File: src/rtl/led_pkg.sv
// Shared encodings for the LED scanner: mode selector, sweep direction and
// the channel-index width helper.
package led_pkg;

    typedef enum logic [1:0] {
        MODE_BOUNCE  = 2'd0,
        MODE_WRAP    = 2'd1,
        MODE_BREATHE = 2'd2,
        MODE_OFF     = 2'd3
    } mode_t;

    typedef enum logic {
        DIR_DOWN = 1'b0,
        DIR_UP   = 1'b1
    } dir_t;

    // Channel index width, never below one bit.
    function automatic int unsigned ch_w(input int unsigned n);
        return (n < 2) ? 1 : $clog2(n);
    endfunction

endpackage

File: src/rtl/led_scanner_pwm_if.sv
// Control and LED bundle of the scanner.
// The board side drives hold/mode/div. The scanner drives led/step.
interface led_scanner_pwm_if #(
    parameter int unsigned N_CH  = 8,
    parameter int unsigned DIV_W = 16
);
    logic             hold;
    logic [1:0]       mode;
    logic [DIV_W-1:0] div;
    logic [N_CH-1:0]  led;
    logic             step;

    modport master (output hold, mode, div, input  led, step);
    modport slave  (input  hold, mode, div, output led, step);
endinterface

File: src/rtl/led_pwm_chan.sv
// One LED channel: registers its selected brightness, then compares it
// against the shared PWM counter.
module led_pwm_chan #(
    parameter int unsigned PWM_W = 10
) (
    input  logic             clk,
    input  logic             rst,
    input  logic [PWM_W-1:0] bright_in,
    input  logic [PWM_W-1:0] pwm_ctr,
    output logic             led
);
    logic [PWM_W-1:0] bright;

    always_ff @(posedge clk) begin
        if (rst) begin
            bright <= '0;
            led    <= 1'b0;
        end else begin
            bright <= bright_in;
            led    <= (pwm_ctr < bright);
        end
    end
endmodule

File: src/rtl/led_scanner_pwm.sv
// PWM LED scanner: a moving brightness peak that crossfades between channels,
// with bounce, wrap, breathe and off modes.
module led_scanner_pwm
    import led_pkg::*;
#(
    parameter int unsigned N_CH  = 8,
    parameter int unsigned PWM_W = 10,
    parameter int unsigned DIV_W = 16
) (
    input  logic             clk,
    input  logic             rst,
    led_scanner_pwm_if.slave bus
);
    localparam int unsigned      CH_W     = ch_w(N_CH);
    localparam int unsigned      POS_W    = CH_W + PWM_W;
    localparam logic [POS_W-1:0] POS_MAX  = POS_W'(N_CH * (2 ** PWM_W) - 1);
    localparam logic [POS_W-1:0] BRTH_MAX = POS_W'((2 ** PWM_W) - 1);
    localparam logic [PWM_W-1:0] MAXB     = '1;

    logic [POS_W-1:0] pos;
    dir_t             dir;
    logic [DIV_W-1:0] presc;
    logic [PWM_W-1:0] pwm_ctr;
    mode_t            mode_q;
    logic             step_q;

    mode_t            mode_in;
    logic             mode_chg;
    logic             se;
    logic [POS_W-1:0] limit;
    logic [PWM_W-1:0] frac;
    int unsigned      seg_u;
    int unsigned      nxt_ch;
    int unsigned      prv_ch;
    logic [N_CH-1:0]  led_bits;

    assign mode_in  = mode_t'(bus.mode);
    assign mode_chg = (mode_in != mode_q);
    assign se       = !bus.hold && (presc == bus.div) && (mode_q != MODE_OFF);
    assign limit    = (mode_q == MODE_BREATHE) ? BRTH_MAX : POS_MAX;
    assign seg_u    = 32'(pos[POS_W-1:PWM_W]);
    assign frac     = pos[PWM_W-1:0];

    // Prescaler, mode tracking and the position/direction sweep.
    always_ff @(posedge clk) begin
        if (rst) begin
            pos     <= '0;
            dir     <= DIR_UP;
            presc   <= '0;
            pwm_ctr <= '0;
            mode_q  <= MODE_BOUNCE;
            step_q  <= 1'b0;
        end else begin
            pwm_ctr <= pwm_ctr + PWM_W'(1);
            step_q  <= 1'b0;
            if (mode_chg) begin
                mode_q <= mode_in;
                pos    <= '0;
                dir    <= DIR_UP;
                presc  <= '0;
            end else if (se) begin
                presc  <= '0;
                step_q <= 1'b1;
                if (mode_q == MODE_WRAP) begin
                    pos <= (pos == POS_MAX) ? '0 : pos + POS_W'(1);
                    dir <= DIR_UP;
                end else if (dir == DIR_UP) begin
                    if (pos == limit) begin
                        dir <= DIR_DOWN;
                        pos <= limit - POS_W'(1);
                    end else begin
                        pos <= pos + POS_W'(1);
                    end
                end else begin
                    if (pos == '0) begin
                        dir <= DIR_UP;
                        pos <= POS_W'(1);
                    end else begin
                        pos <= pos - POS_W'(1);
                    end
                end
            end else if (!bus.hold) begin
                presc <= presc + DIV_W'(1);
            end
        end
    end

    // Neighbour channels. N_CH marks a neighbour that does not exist.
    always_comb begin
        nxt_ch = seg_u + 32'd1;
        prv_ch = (seg_u == 32'd0) ? N_CH : seg_u - 32'd1;
        if (mode_q == MODE_WRAP) begin
            if (nxt_ch == N_CH) nxt_ch = 32'd0;
            if (seg_u == 32'd0) prv_ch = N_CH - 32'd1;
        end
    end

    for (genvar g = 0; g < N_CH; g++) begin : g_chan
        localparam int unsigned CH = g;
        logic [PWM_W-1:0] b_sel;

        always_comb begin
            b_sel = '0;
            if (mode_q == MODE_BREATHE) begin
                b_sel = frac;
            end else if (mode_q != MODE_OFF) begin
                if (CH == seg_u)       b_sel = MAXB;
                else if (CH == nxt_ch) b_sel = frac;
                else if (CH == prv_ch) b_sel = MAXB - frac;
            end
        end

        led_pwm_chan #(.PWM_W(PWM_W)) u_chan (
            .clk       (clk),
            .rst       (rst),
            .bright_in (b_sel),
            .pwm_ctr   (pwm_ctr),
            .led       (led_bits[g])
        );
    end

    assign bus.led  = led_bits;
    assign bus.step = step_q;
endmodule

File: src/flat_wrapper.sv
// flat-port wrapper written by rule: the top's interface ports become plain ports
module led_scanner_pwm_flat import led_pkg::*;
#(
    parameter int unsigned N_CH  = 8,
    parameter int unsigned PWM_W = 10,
    parameter int unsigned DIV_W = 16
)
  (clk, rst, bus_hold, bus_mode, bus_div, bus_led, bus_step);
  led_scanner_pwm_if #(.N_CH(N_CH), .DIV_W(DIV_W)) bus_i ();
  input  logic clk;
  input  logic rst;
  input wire logic [$bits(bus_i.hold)-1:0] bus_hold;
  input wire logic [$bits(bus_i.mode)-1:0] bus_mode;
  input wire logic [$bits(bus_i.div)-1:0] bus_div;
  output wire logic [$bits(bus_i.led)-1:0] bus_led;
  output wire logic [$bits(bus_i.step)-1:0] bus_step;
  assign bus_i.hold = bus_hold;
  assign bus_i.mode = bus_mode;
  assign bus_i.div = bus_div;
  assign bus_led = bus_i.led;
  assign bus_step = bus_i.step;
  led_scanner_pwm #(.N_CH(N_CH), .PWM_W(PWM_W), .DIV_W(DIV_W)) u_core (.clk(clk), .rst(rst), .bus(bus_i));
endmodule
File: config.mk
export PLATFORM = sky130hd
export DESIGN_NAME = led_scanner_pwm_flat
export DESIGN_NICKNAME = d
export VERILOG_FILES = /design/src/rtl/led_pkg.sv /design/src/rtl/led_scanner_pwm_if.sv /design/src/rtl/led_pwm_chan.sv /design/src/rtl/led_scanner_pwm.sv /design/src/flat_wrapper.sv
export SDC_FILE = /design/constraint.sdc
export NUM_CORES = 1
export LEC_CHECK = 0
export ABC_AREA = 1
export CAP_MARGIN = 10
export CORE_MARGIN = 5
export CORE_UTILIZATION = 55
export CTS_CLUSTER_SIZE = 10
export DETAILED_ROUTE_END_ITERATION = 8
export DONT_BUFFER_PORTS = 1
export MAX_ROUTING_LAYER = met4
export PLACE_DENSITY = 0.68
export SLEW_MARGIN = 20
export SYNTH_ARGS = -nofsm -noshare
export SYNTH_HDL_FRONTEND = slang
export SYNTH_SLANG_ARGS = --single-unit
File: constraint.sdc
create_clock -name clk -period 4.7 [get_ports clk]
set_clock_uncertainty 0.1 [all_clocks]
set_input_delay 0.235 -clock clk [delete_from_list [all_inputs] [get_ports clk]]
set_output_delay 0.235 -clock clk [all_outputs]
set_load 0.005 [all_outputs]
After elaboration in Yosys (flattened, before gate mapping)
Cells that the tools add are included.

cells by class
  add/sub/neg operators = 8
  eq/ne operators = 29
  reductions and logical operators = 9
  $lt $le $gt $ge = 8
  mux-type cells = 56

operator list
  operator                                             number
  2-to-1 mux 10 bit                                    40
  == test 3 x 32 -> 1 bit (first input constant)       8
  2-to-1 mux 32 bit                                    5
  == test 2 x 32 -> 1 bit (first input constant)       4
  zero test 32 bit                                     3
  less-than comparator 10 bit                          8
  2-to-1 mux 13 bit                                    6
  == test 1 x 32 -> 1 bit (first input constant)       2
  == test 32 x 4 -> 1 bit (second input constant)      1
  subtractor 13 x 1 -> 13 bit (second input constant)  2
  adder 16 x 1 -> 16 bit (second input constant)       1
  == test 16 bit                                       1
  adder 13 x 1 -> 13 bit (second input constant)       1
  == test 13 bit                                       1
  == test 13 bit (second input constant)               1
  zero test 13 bit                                     1
  == test 3 bit (first input constant)                 4
  adder 10 x 1 -> 10 bit (second input constant)       1
  subtractor 10 bit (first input constant)             1
  == test 2 x 3 -> 1 bit (first input constant)        2
  2-to-1 mux 1 bit                                     5
  adder 3 x 1 -> 4 bit (second input constant)         1
  subtractor 3 x 1 -> 4 bit (second input constant)    1
  == test 1 x 3 -> 1 bit (first input constant)        1
  8 further kinds                                      9

word-level totals
  logic and storage cells = 132
  register bits = 131
  input port bits = 21

Logic depth before layout (Yosys ltp)
Gate-level depths: netlist of run 1.

  depth in word-level cells = 10
  gate-level depth with buffers = 15

Hierarchy
A second synthesis of run 1 with hierarchy kept.

unflattened totals
  cell total of the unflattened synthesis = 1,613
  area total of the unflattened synthesis = 9,867.0 sq um

by module, submodules not included
  module           instances  cells each  area an instance (sq um)  sequential area each (sq um)
  led_scanner_pwm  1          989         5,342.6                   860.8
  led_pwm_chan     8          78          565.5                     220.2

Worst setup path after synthesis of run 1
OpenSTA, ideal clock, no wires.

  path kind = register to register
  from = reg u_core.pos[0]
  to = reg u_core.pos[8]
  cell stages (with the launch flop) = 16
  path slack = 2.483 ns
  buffers on the path = 2
  arrival = 2.004 ns
  cells stage by stage = dfxtp_1 buf_4 inv_1 clkbuf_1 ha_1 nand3_4 nor2_1 nand2_1 nand2_2 inv_1 nand2_1 nand2_1 nand2_1 nand2_1 nand2_1 nand2_1

between the ends
  cells in the longest elaborated chain, start to end = 4

ends and longest elaborated chain
  what                                                 RTL line                                      source
  from (decl)                                          led_scanner_pwm.sv:20                         logic [POS_W-1:0] pos;
  from (signal assigned)                               led_scanner_pwm.sv:65                         pos <= (pos == POS_MAX) ? '0 : pos + POS_W'(1);
  from (signal assigned)                               led_scanner_pwm.sv:70                         pos <= limit - POS_W'(1);
  from (signal assigned)                               led_scanner_pwm.sv:72                         pos <= pos + POS_W'(1);
  subtractor 13 x 1 -> 13 bit (tied with other cells)  led_scanner_pwm.sv:79                         pos <= pos - POS_W'(1);
  2-to-1 mux 13 bit (on tied branches)                 led_scanner_pwm.sv:75, led_scanner_pwm.sv:68
  2-to-1 mux 13 bit                                    led_scanner_pwm.sv:67                         end else if (dir == DIR_UP) begin
  2-to-1 mux 13 bit *                                  led_scanner_pwm.sv:64                         if (mode_q == MODE_WRAP) begin

Mark *: on every way between the ends. The rest lies on a longest branch, timed or not.
A chain may end at the register's enable or synchronous reset.

Worst setup path after layout of run 1
  from = reg u_core.pos[12]
  to = reg u_core.g_chan[0].u_chan.bright[6]

between the ends
  cells in the longest elaborated chain, start to end = 10

ends and longest elaborated chain
  what                                                          RTL line                source
  branches (longest 7 deep; another with adder 3 x 1 -> 4 bit)  n/a
  2-to-1 mux 10 bit *                                           led_scanner_pwm.sv:107  if (CH == seg_u) b_sel = MAXB;
  2-to-1 mux 10 bit *                                           led_scanner_pwm.sv:106  end else if (mode_q != MODE_OFF) begin
  2-to-1 mux 10 bit *                                           led_scanner_pwm.sv:104  if (mode_q == MODE_BREATHE) begin
  to (signal assigned)                                          led_pwm_chan.sv:19      bright <= bright_in;
  to (decl)                                                     led_pwm_chan.sv:12      logic [PWM_W-1:0] bright;

Mark *: on every way between the ends.

==> results of run 1 <==
-- critical path, delay by kind of cell, from the launching register on --
| family | cells | cell delay, ns |
|---|---|---|
| AOI/OAI and AO/OA | 1 | 0.64 |
| adders and majority gates | 1 | 0.39 |
| buffers and inverters | 2 | 0.61 |
| DFF | 1 | 0.65 |
| and+or+nand+nor | 5 | 0.55 |
-- state kept, by name (all words and copies together), names as in the netlist --
name and count:
u_core.bus.step 1, u_core.dir 1, u_core.g_chan.u_chan.bright 80, u_core.g_chan.u_chan.led 8
u_core.mode_q 2, u_core.pos 13, u_core.presc 16, u_core.pwm_ctr 10
-- metrics by stage --
stage	hold slack, ns	power (mW)	util	setup slack [ns]	instances
detailed placement	0.211	1.31	0.551	1.71	1539
finish	0.0763	2.80	0.594	1.62	1575
global route	0.105	2.89	0.594	1.29	1575
global placement	0.209	1.31	0.551	1.82	1539
CTS	0.0822	2.81	0.594	1.68	1575
floorplan	0.242	1.29	-	2.48	1377
-- worst max path at each step --
stage                              start  slack [ns]                                end
after global routing      u_core.pos[12]        1.29  u_core.g_chan[0].u_chan.bright[3]
after floorplan            u_core.pos[0]        2.48                      u_core.pos[8]
after detailed placement  u_core.pos[12]        1.71  u_core.g_chan[0].u_chan.bright[6]
final                     u_core.pos[12]        1.62  u_core.g_chan[0].u_chan.bright[6]
after global placement    u_core.pos[12]        1.82  u_core.g_chan[0].u_chan.bright[7]
after CTS                 u_core.pos[12]        1.68  u_core.g_chan[0].u_chan.bright[6]
-- cells by family (layout without fill, tap and decap cells) --
| kind of cell | count (synthesis) | after routing | share of synthesized area |
|---|---|---|---|
| AO/OA/AOI/OAI | 136 | 136 | 0.0927 |
| AND/OR/NAND/NOR | 782 | 782 | 0.377 |
| flip-flops | 131 | 131 | 0.289 |
| adder cells (fa/ha/maj) | 86 | 86 | 0.119 |
| XOR/XNOR | 21 | 21 | 0.0203 |
| buffers and inverters | 221 | 199 | 0.102 |
-- final cells by class --
cell class                 instances  area, um^2
multi-input combinational       1025        5530
sequential                       131        2620
inverter                         162         611
fill                            1584        6660
clock inverter                    14         225
tap                              220         275
timing repair buffer               5        47.5
clock buffer                      18         439
-- synth_stat cells, types with 2 or more instances --
library cell / n
nand2_4: 2
or2_2: 2
o21ai_0: 25
xor2_1: 14
nand2_1: 445
buf_1: 5
o211ai_1: 28
xnor2_1: 7
a21oi_1: 59
clkbuf_1: 21
inv_2: 9
dfxtp_1: 131
nor3_1: 4
clkinv_1: 3
buf_2: 19
a21oi_2: 2
a21boi_0: 9
buf_6: 4
nand2_2: 6
nand3_4: 2
nand4_1: 12
ha_1: 86
inv_1: 149
o2111ai_1: 8
nor2_2: 6
nor2_1: 98
nand3_1: 187
nor2_4: 14
buf_4: 10
-- power by group through the flow --
stage	combinational (mW)	sequential [mW]	clock, mW
2_1_floorplan	0.123	1.16	0
3_3_place_gp	0.133	1.17	0
3_5_place_dp	0.136	1.17	0
4_1_cts	0.143	1.15	1.52
5_1_grt	0.163	1.15	1.58
6_report	0.143	1.15	1.51
-- routing by layer --
layer  part of all wire  routed length (um)  global-route usage
met3              0.077                2050              0.0518
met4              0.039                1040               0.116
met1               0.43               11500               0.364
met5                  0                   0                   -
met2               0.45               11900               0.436
-- repair_timing --
action	in CTS	in global routing
hold buffers	4	0
endpoints found under the hold margin	39	0
gates resized for setup	0	0
==> results.cfg, run 1 <==
[grt]
grt_util_all_layers = 0.282
grt_start_max_net_pins = 61
grt_pass1_wl_mm = 42.1
antenna_found_initial = 1
grt_pass1_vias = 7989
grt_overflow = 0

[power]
seqPwrFrac = 0.410
combPwrFrac = 0.051
swShare = 0.233
ir_drop_uv = 250
p_sw_mw = 0.654
power_density_nw_per_um2 = 287
pwr-share-clk = 0.539
intPower_mw = 2.15
p_leak_nw = 4.75

[setup_path]
crit_arrival_ns = 3.27
r2r_cells = 9
worstReg2RegEnd = u_core.g_chan[0].u_chan.bright[6]
crit-reg2reg-launch = u_core.pos[12]
cp-start-kind = register
critical_path_class = reg -> reg
rrSetupSlack_ns = 1.62
cpPeakStageDelay_ns = 0.65
worstPathRequired_ns = 4.89
critPathSlowestCell = dfxtp_1
cpMostUsedCell = nand2_1
crit_path_end_kind = register
path_max_fanout = 11
crit_chain = inv_4 -> ha_1 -> nand2_1 -> a21oi_1 -> clkinv_1 -> nand3_1 -> nand3_1 -> nand2_1 -> nand2_1

[detailed_routing]
drt_first_pass_iters = 6
first_iter_violations = 978
vias = 8637
drcViolationCount = 0
vias_per_cell = 5.48
ant_nets = 0
wl_mm = 26.5
avgRoutedWirePerCell_um = 16.8

[synth]
synth_top_cell_by_area = dfxtp_1
synth-edff-count = 0
syn_area_per_cell_um2 = 6.58
synth_nets = 1484
synth_flop_cell = dfxtp_1
async_reset_ff_frac = 0
ys_ff_latch = 131
seq_area_frac_synth = 0.289
synth_area_leaders = dfxtp_1 29%, nand2_1 18%, ha_1 12%, nand3_1 10%, inv_1 6.2%
synth_cell_type_count = 39
synth_cells = 1377
syn_area_um2 = 9070
yosys_warnings = 0
synth_top_area_frac = 0.289

[job]
drv_cap = 0

[sta]
layout_min_cycle_time_ns = 3.08
rsz0062_at_grt = no
slew_headroom = 0.348
final_hold_viol_count = 0
worst_pin_slew_ns = 0.974
fin_tns_setup_ns = 0
fin_crit_sh = 0.656
final_max_slew_viol_count = 0
setup_viol = 0
fmax_mhz = 324

[clocking]
cts_tree = built
htree_levels = 4
cts_made_buffers = 17
max-clock-path-buffers = 2
cts-root-buf = clkbuf_16
clock_latency_ns = 0.43
clock_sinks = 131
path_clk_slew_ns = 0.06
cts_setup_buffers = 0

[finish]
diodes = 0
mostFrequentLayoutCells = 445 x nand2_1, 187 x nand3_1, 149 x inv_1
fin_nets = 1449
drive_above_1_share = 0.0620
fin_area_um2 = 9750
layout_commonest_cell = nand2_1
area_growth_pct = 7.52

[floorplan]
dieArea_um2 = 19200
die_w_um = 138
start_util = 0.553
core_region_area_um2 = 16400
row_count = 47
dieHeight_um = 138
io_pins = 30

[min_path]
hp-start = bus_mode[0]
hold_path_class = in -> reg
hold_end = u_core.bus.step
hold_depth = 3

[placed_design]
placed_area_um2 = 9040
portBuffers = 0
dpl.hpwl_mm = 17.9
gp_congestion = 1.02

[status]
outcome = finished, final reports clean
No activity file was read; power rests on OpenSTA's default activity.
==> run 2, diff against run 1 <==
Settings changed: PLACE_DENSITY 0.68 to 0.71.
Clock period 4.7 ns to 2.67 ns, I/O delays scaled along.
==> results.cfg, run 2 (synthesized netlist as in run 1, its figures left out) <==
[clocking]
cts-root-buf = clkbuf_16
path_clk_slew_ns = 0.07
clock_sinks = 131
max-clock-path-buffers = 2
ctsResizeCount = 0
htree_levels = 4
cts_tree = built
cts_made_buffers = 17
clock_latency_ns = 0.43
cts_setup_buffers = 0

[sta]
fmax_mhz = 393
layout_min_cycle_time_ns = 2.54
slew_headroom = 0.374
layout_setup_ws_ns = 0.127
final_max_slew_viol_count = 0
setup_viol = 0
whs_ns = 0.00297
worst_pin_slew_ns = 0.936
fin_crit_sh = 0.952
final_hold_viol_count = 0
rsz0062_at_grt = yes

[detailed_routing]
ant_nets = 0
drt_first_pass_iters = 7
avgRoutedWirePerCell_um = 16.4
drcViolationCount = 0
wl_mm = 26.4
vias_per_cell = 5.51
first_iter_violations = 1053
vias = 8889

[setup_path]
crit_path_end_kind = register
worstPathRequired_ns = 2.92
crit-reg2reg-launch = u_core.pos[11]
r2r_cells = 10
worstPathBufferInverterCount = 1
crit_arrival_ns = 2.79
cp_num_cells = 10
path_max_fanout = 11
critPathCapture = u_core.g_chan[6].u_chan.bright[5]
cpPeakStageDelay_ns = 0.40
critical_path_class = reg -> reg
cpMostUsedCell = nand2_1
critPathSlowestCell = dfxtp_1
worstReg2RegEnd = u_core.g_chan[6].u_chan.bright[5]
rrSetupSlack_ns = 0.13
crit_start = u_core.pos[11]
crit_family = simple AND/OR/NAND/NOR gates
crit_chain = ha_1 -> ha_1 -> nand2_1 -> o21ai_4 -> nand3_1 -> inv_2 -> nand2_1 -> nand3_1 -> nand2_1 -> nand2_1
cp-start-kind = register

[floorplan]
row_count = 47
start_util = 0.553
io_pins = 30
dieHeight_um = 138
core_region_area_um2 = 16400
dieArea_um2 = 19200
die_w_um = 138

[job]
drv_cap = 0

[finish]
fin_nets = 1487
reg_top3 = u_core.g_chan.u_chan.bright (80), u_core.presc (16), u_core.pos (13)
multiInputGateArea_um2 = 5530
fill_cells = 1562
fin_area_um2 = 10000
top_register = u_core.g_chan.u_chan.bright
drive_above_1_share = 0.0855
area_growth_pct = 10.7
largest_register_ffs = 80
regArea_um2 = 2620
mostFrequentLayoutCells = 445 x nand2_1, 187 x nand3_1, 149 x inv_1
layout_commonest_cell = nand2_1
diodes = 0

[power]
power_density_nw_per_um2 = 486
ir_drop_uv = 423
total_power_mw = 4.87
p_leak_nw = 4.93

[grt]
grt_pass1_vias = 8193
antenna_found_initial = 0
grt_pass1_wl_mm = 43.0
grt_util_all_layers = 0.285
grt_overflow = 0
grt_start_max_net_pins = 81

[min_path]
hold_path_class = in -> reg
hp-start = rst

[placed_design]
post-place-ws_ns = 0.241
gp_congestion = 0.950
placed_area_um2 = 9340
portBuffers = 0
dpl.hpwl_mm = 18.4

[status]
outcome = finished, final reports clean
==> run 2: cell count changes in the layout (fill, tap and decap cells not counted) <==
cell	delta
clkbuf_1	+1
buf_4	+36
clkinv_4	+1
dlygate4sd3_1	+1
inv_6	-2
buf_12	+1
inv_8	-1
==> run 2: cell type report <==
cell class / instances / area share
timing repair buffer: 43 / 0.0347
multi-input combinational: 1025 / 0.551
clock buffer: 19 / 0.0441
clock inverter: 12 / 0.0205
tap: 220 / 0.0274
inverter: 162 / 0.0609
sequential: 131 / 0.261
==> run 2: per-stage QoR <==
| step | cells | setup TNS [ns] | utilization |
|---|---|---|---|
| after floorplan | 1377 | 0 | - |
| after global placement | 1576 | 0 | 0.569 |
| after detailed placement | 1576 | 0 | 0.569 |
| after CTS | 1612 | 0 | 0.612 |
| after global routing | 1612 | -0.551 | 0.612 |
| final | 1612 | 0 | 0.612 |
==> run 2: how the worst min path moves through the flow <==
stage	end	cells after the start
2_1_floorplan	u_core.mode_q[0]	2
3_3_place_gp	u_core.pwm_ctr[0]	1
3_5_place_dp	u_core.mode_q[0]	1
4_1_cts	u_core.g_chan[7].u_chan.bright[0]	4
5_1_grt	u_core.g_chan[0].u_chan.bright[8]	4
6_report	u_core.g_chan[0].u_chan.bright[7]	4
==> run 2: repair_timing <==
action | CTS | global route
hold endpoints to repair | 28 | 0
hold buffers | 5 | 0
setup endpoints to repair | 0 | 24
==> run 2: power by group <==
| part | leakage [nW] | internal (mW) | switching [mW] |
|---|---|---|---|
| clock network | 0.310 | 1.68 | 0.911 |
| registers | 1.06 | 1.99 | 0.0288 |
| logic | 3.56 | 0.0985 | 0.163 |
==> run 2: worst min-delay path, stage by stage <==
cell     delay (ns)
nor2_4         0.02
buf_12         0.18
nand2_1        0.10
nand2_1        0.04
==> run 2: per-layer routing <==
layer	share of wire	global-route usage	wire [um]
met3	0.086	0.0487	2270
met5	0	-	0
met2	0.45	0.439	11900
met4	0.033	0.103	862
met1	0.43	0.378	11400
==> run 3, diff against run 2 <==
Settings changed: PLACE_DENSITY 0.71 to 0.68.
Clock period 2.67 ns to 3.15 ns, I/O delays scaled along.
==> results.cfg, run 3 (synthesized netlist as in run 1, its figures left out) <==
[status]
outcome = finished, final reports clean

[floorplan]
io_pins = 30
start_util = 0.553
die_w_um = 138
dieHeight_um = 138
dieArea_um2 = 19200
core_region_area_um2 = 16400
row_count = 47

[grt]
grt_util_all_layers = 0.285
grt_start_max_net_pins = 46
grt_pass1_wl_mm = 42.5
grt_overflow = 0
grt_pass1_vias = 8273
antenna_found_initial = 0

[sta]
final_hold_viol_count = 0
layout_min_cycle_time_ns = 2.67
fin_crit_sh = 0.849
whs_ns = 0.0191
fin_tns_setup_ns = 0
slew_headroom = 0.344
fmax_mhz = 374
worst_pin_slew_ns = 0.981
final_max_slew_viol_count = 0
rsz0062_at_grt = no
setup_viol = 0

[clocking]
cts_made_buffers = 17
cts-root-buf = clkbuf_16
ctsResizeCount = 0
clock_sinks = 131
htree_levels = 4
path_clk_slew_ns = 0.06
clock_latency_ns = 0.43
max-clock-path-buffers = 2
cts_tree = built

[placed_design]
portBuffers = 0
dp.cells = 1550
dpl.hpwl_mm = 17.9
gp_congestion = 0.973

[setup_path]
crit_path_end_kind = register
cp-start-kind = register
crit_arrival_ns = 2.87
critical_path_class = reg -> reg
path_max_fanout = 20
worstPathRequired_ns = 3.34

[power]
seqPwrFrac = 0.418
p_leak_nw = 4.80
combPwrFrac = 0.053
p_sw_mw = 0.956
ir_drop_uv = 402
power_density_nw_per_um2 = 417
pwr-share-clk = 0.529
swShare = 0.233
intPower_mw = 3.14

[finish]
area_growth_pct = 8.24
diodes = 0
largest_register_ffs = 80
drive_above_1_share = 0.0681
top_register = u_core.g_chan.u_chan.bright
fin_nets = 1460
reg_top3 = u_core.g_chan.u_chan.bright (80), u_core.presc (16), u_core.pos (13)
finalNonFillerCells = 1586
fin_util = 0.598
layout_commonest_cell = nand2_1
mostFrequentLayoutCells = 445 x nand2_1, 187 x nand3_1, 149 x inv_1

[detailed_routing]
ant_nets = 0
avgRoutedWirePerCell_um = 16.7
wl_mm = 26.6
first_iter_violations = 795
vias = 8805
drt_first_pass_iters = 8
vias_per_cell = 5.55
drcViolationCount = 0

[job]
drv_cap = 0

[min_path]
hold_path_class = in -> reg
==> run 3: power by group through the flow <==
stage,clock (mW),sequential (mW),combinational [mW]
after global placement,0,1.75,0.203
after detailed placement,0,1.75,0.208
after floorplan,0,1.74,0.184
final,2.17,1.71,0.219
after global routing,2.28,1.71,0.253
after CTS,2.19,1.71,0.220
==> run 3: metal layers <==
metal  share of wire  global-route usage  routed length, um
met1            0.43               0.354              11500
met3           0.076              0.0635               2020
met2            0.45               0.443              11900
met5               0                   -                  0
met4           0.042               0.133               1120
==> run 3: stage by stage <==
stage | setup slack, ns | power, mW | instance area, um^2
3_3_place_gp | 0.625 | 1.95 | 9140
6_report | 0.477 | 4.10 | 9810
3_5_place_dp | 0.523 | 1.96 | 9140
5_1_grt | 0.197 | 4.25 | 9810
4_1_cts | 0.503 | 4.13 | 9810
2_1_floorplan | 0.933 | 1.92 | 9070
==> run 3: worst paths after layout <==
check                          from                                end  slack [ns]  cells past startpoint
setup / recovery     u_core.pos[10]  u_core.g_chan[2].u_chan.bright[8]        0.48                      9
hold / removal          bus_mode[1]                    u_core.bus.step        0.02                      3
setup reg to reg     u_core.pos[10]  u_core.g_chan[2].u_chan.bright[8]        0.48                      9
hold reg to reg   u_core.pwm_ctr[0]                  u_core.pwm_ctr[0]        0.37                      1
==> run 3: timing repair <==
| item | CTS | global route |
|---|---|---|
| buffers inserted | 0 | 0 |
| endpoints found under the hold margin | 61 | 0 |
| endpoints found under the setup margin | 0 | 0 |
| hold buffers | 4 | 0 |
==> run 3: final cells by class <==
class	count	area, um^2
tap	220	275
clock buffer	21	460
inverter	162	611
clock inverter	11	174
fill	1579	6590
sequential	131	2620
timing repair buffer	16	143
multi-input combinational	1025	5530
==> run 3: critical path: stages (launching register included) <==
cell and delay [ns]:
dfxtp_1 0.41, ha_1 0.28, ha_1 0.37, nand2_1 0.13
o21ai_4 0.23, nand3_1 0.51, nand3_1 0.27, o211ai_1 0.11
nand2_1 0.08, nand2_1 0.06
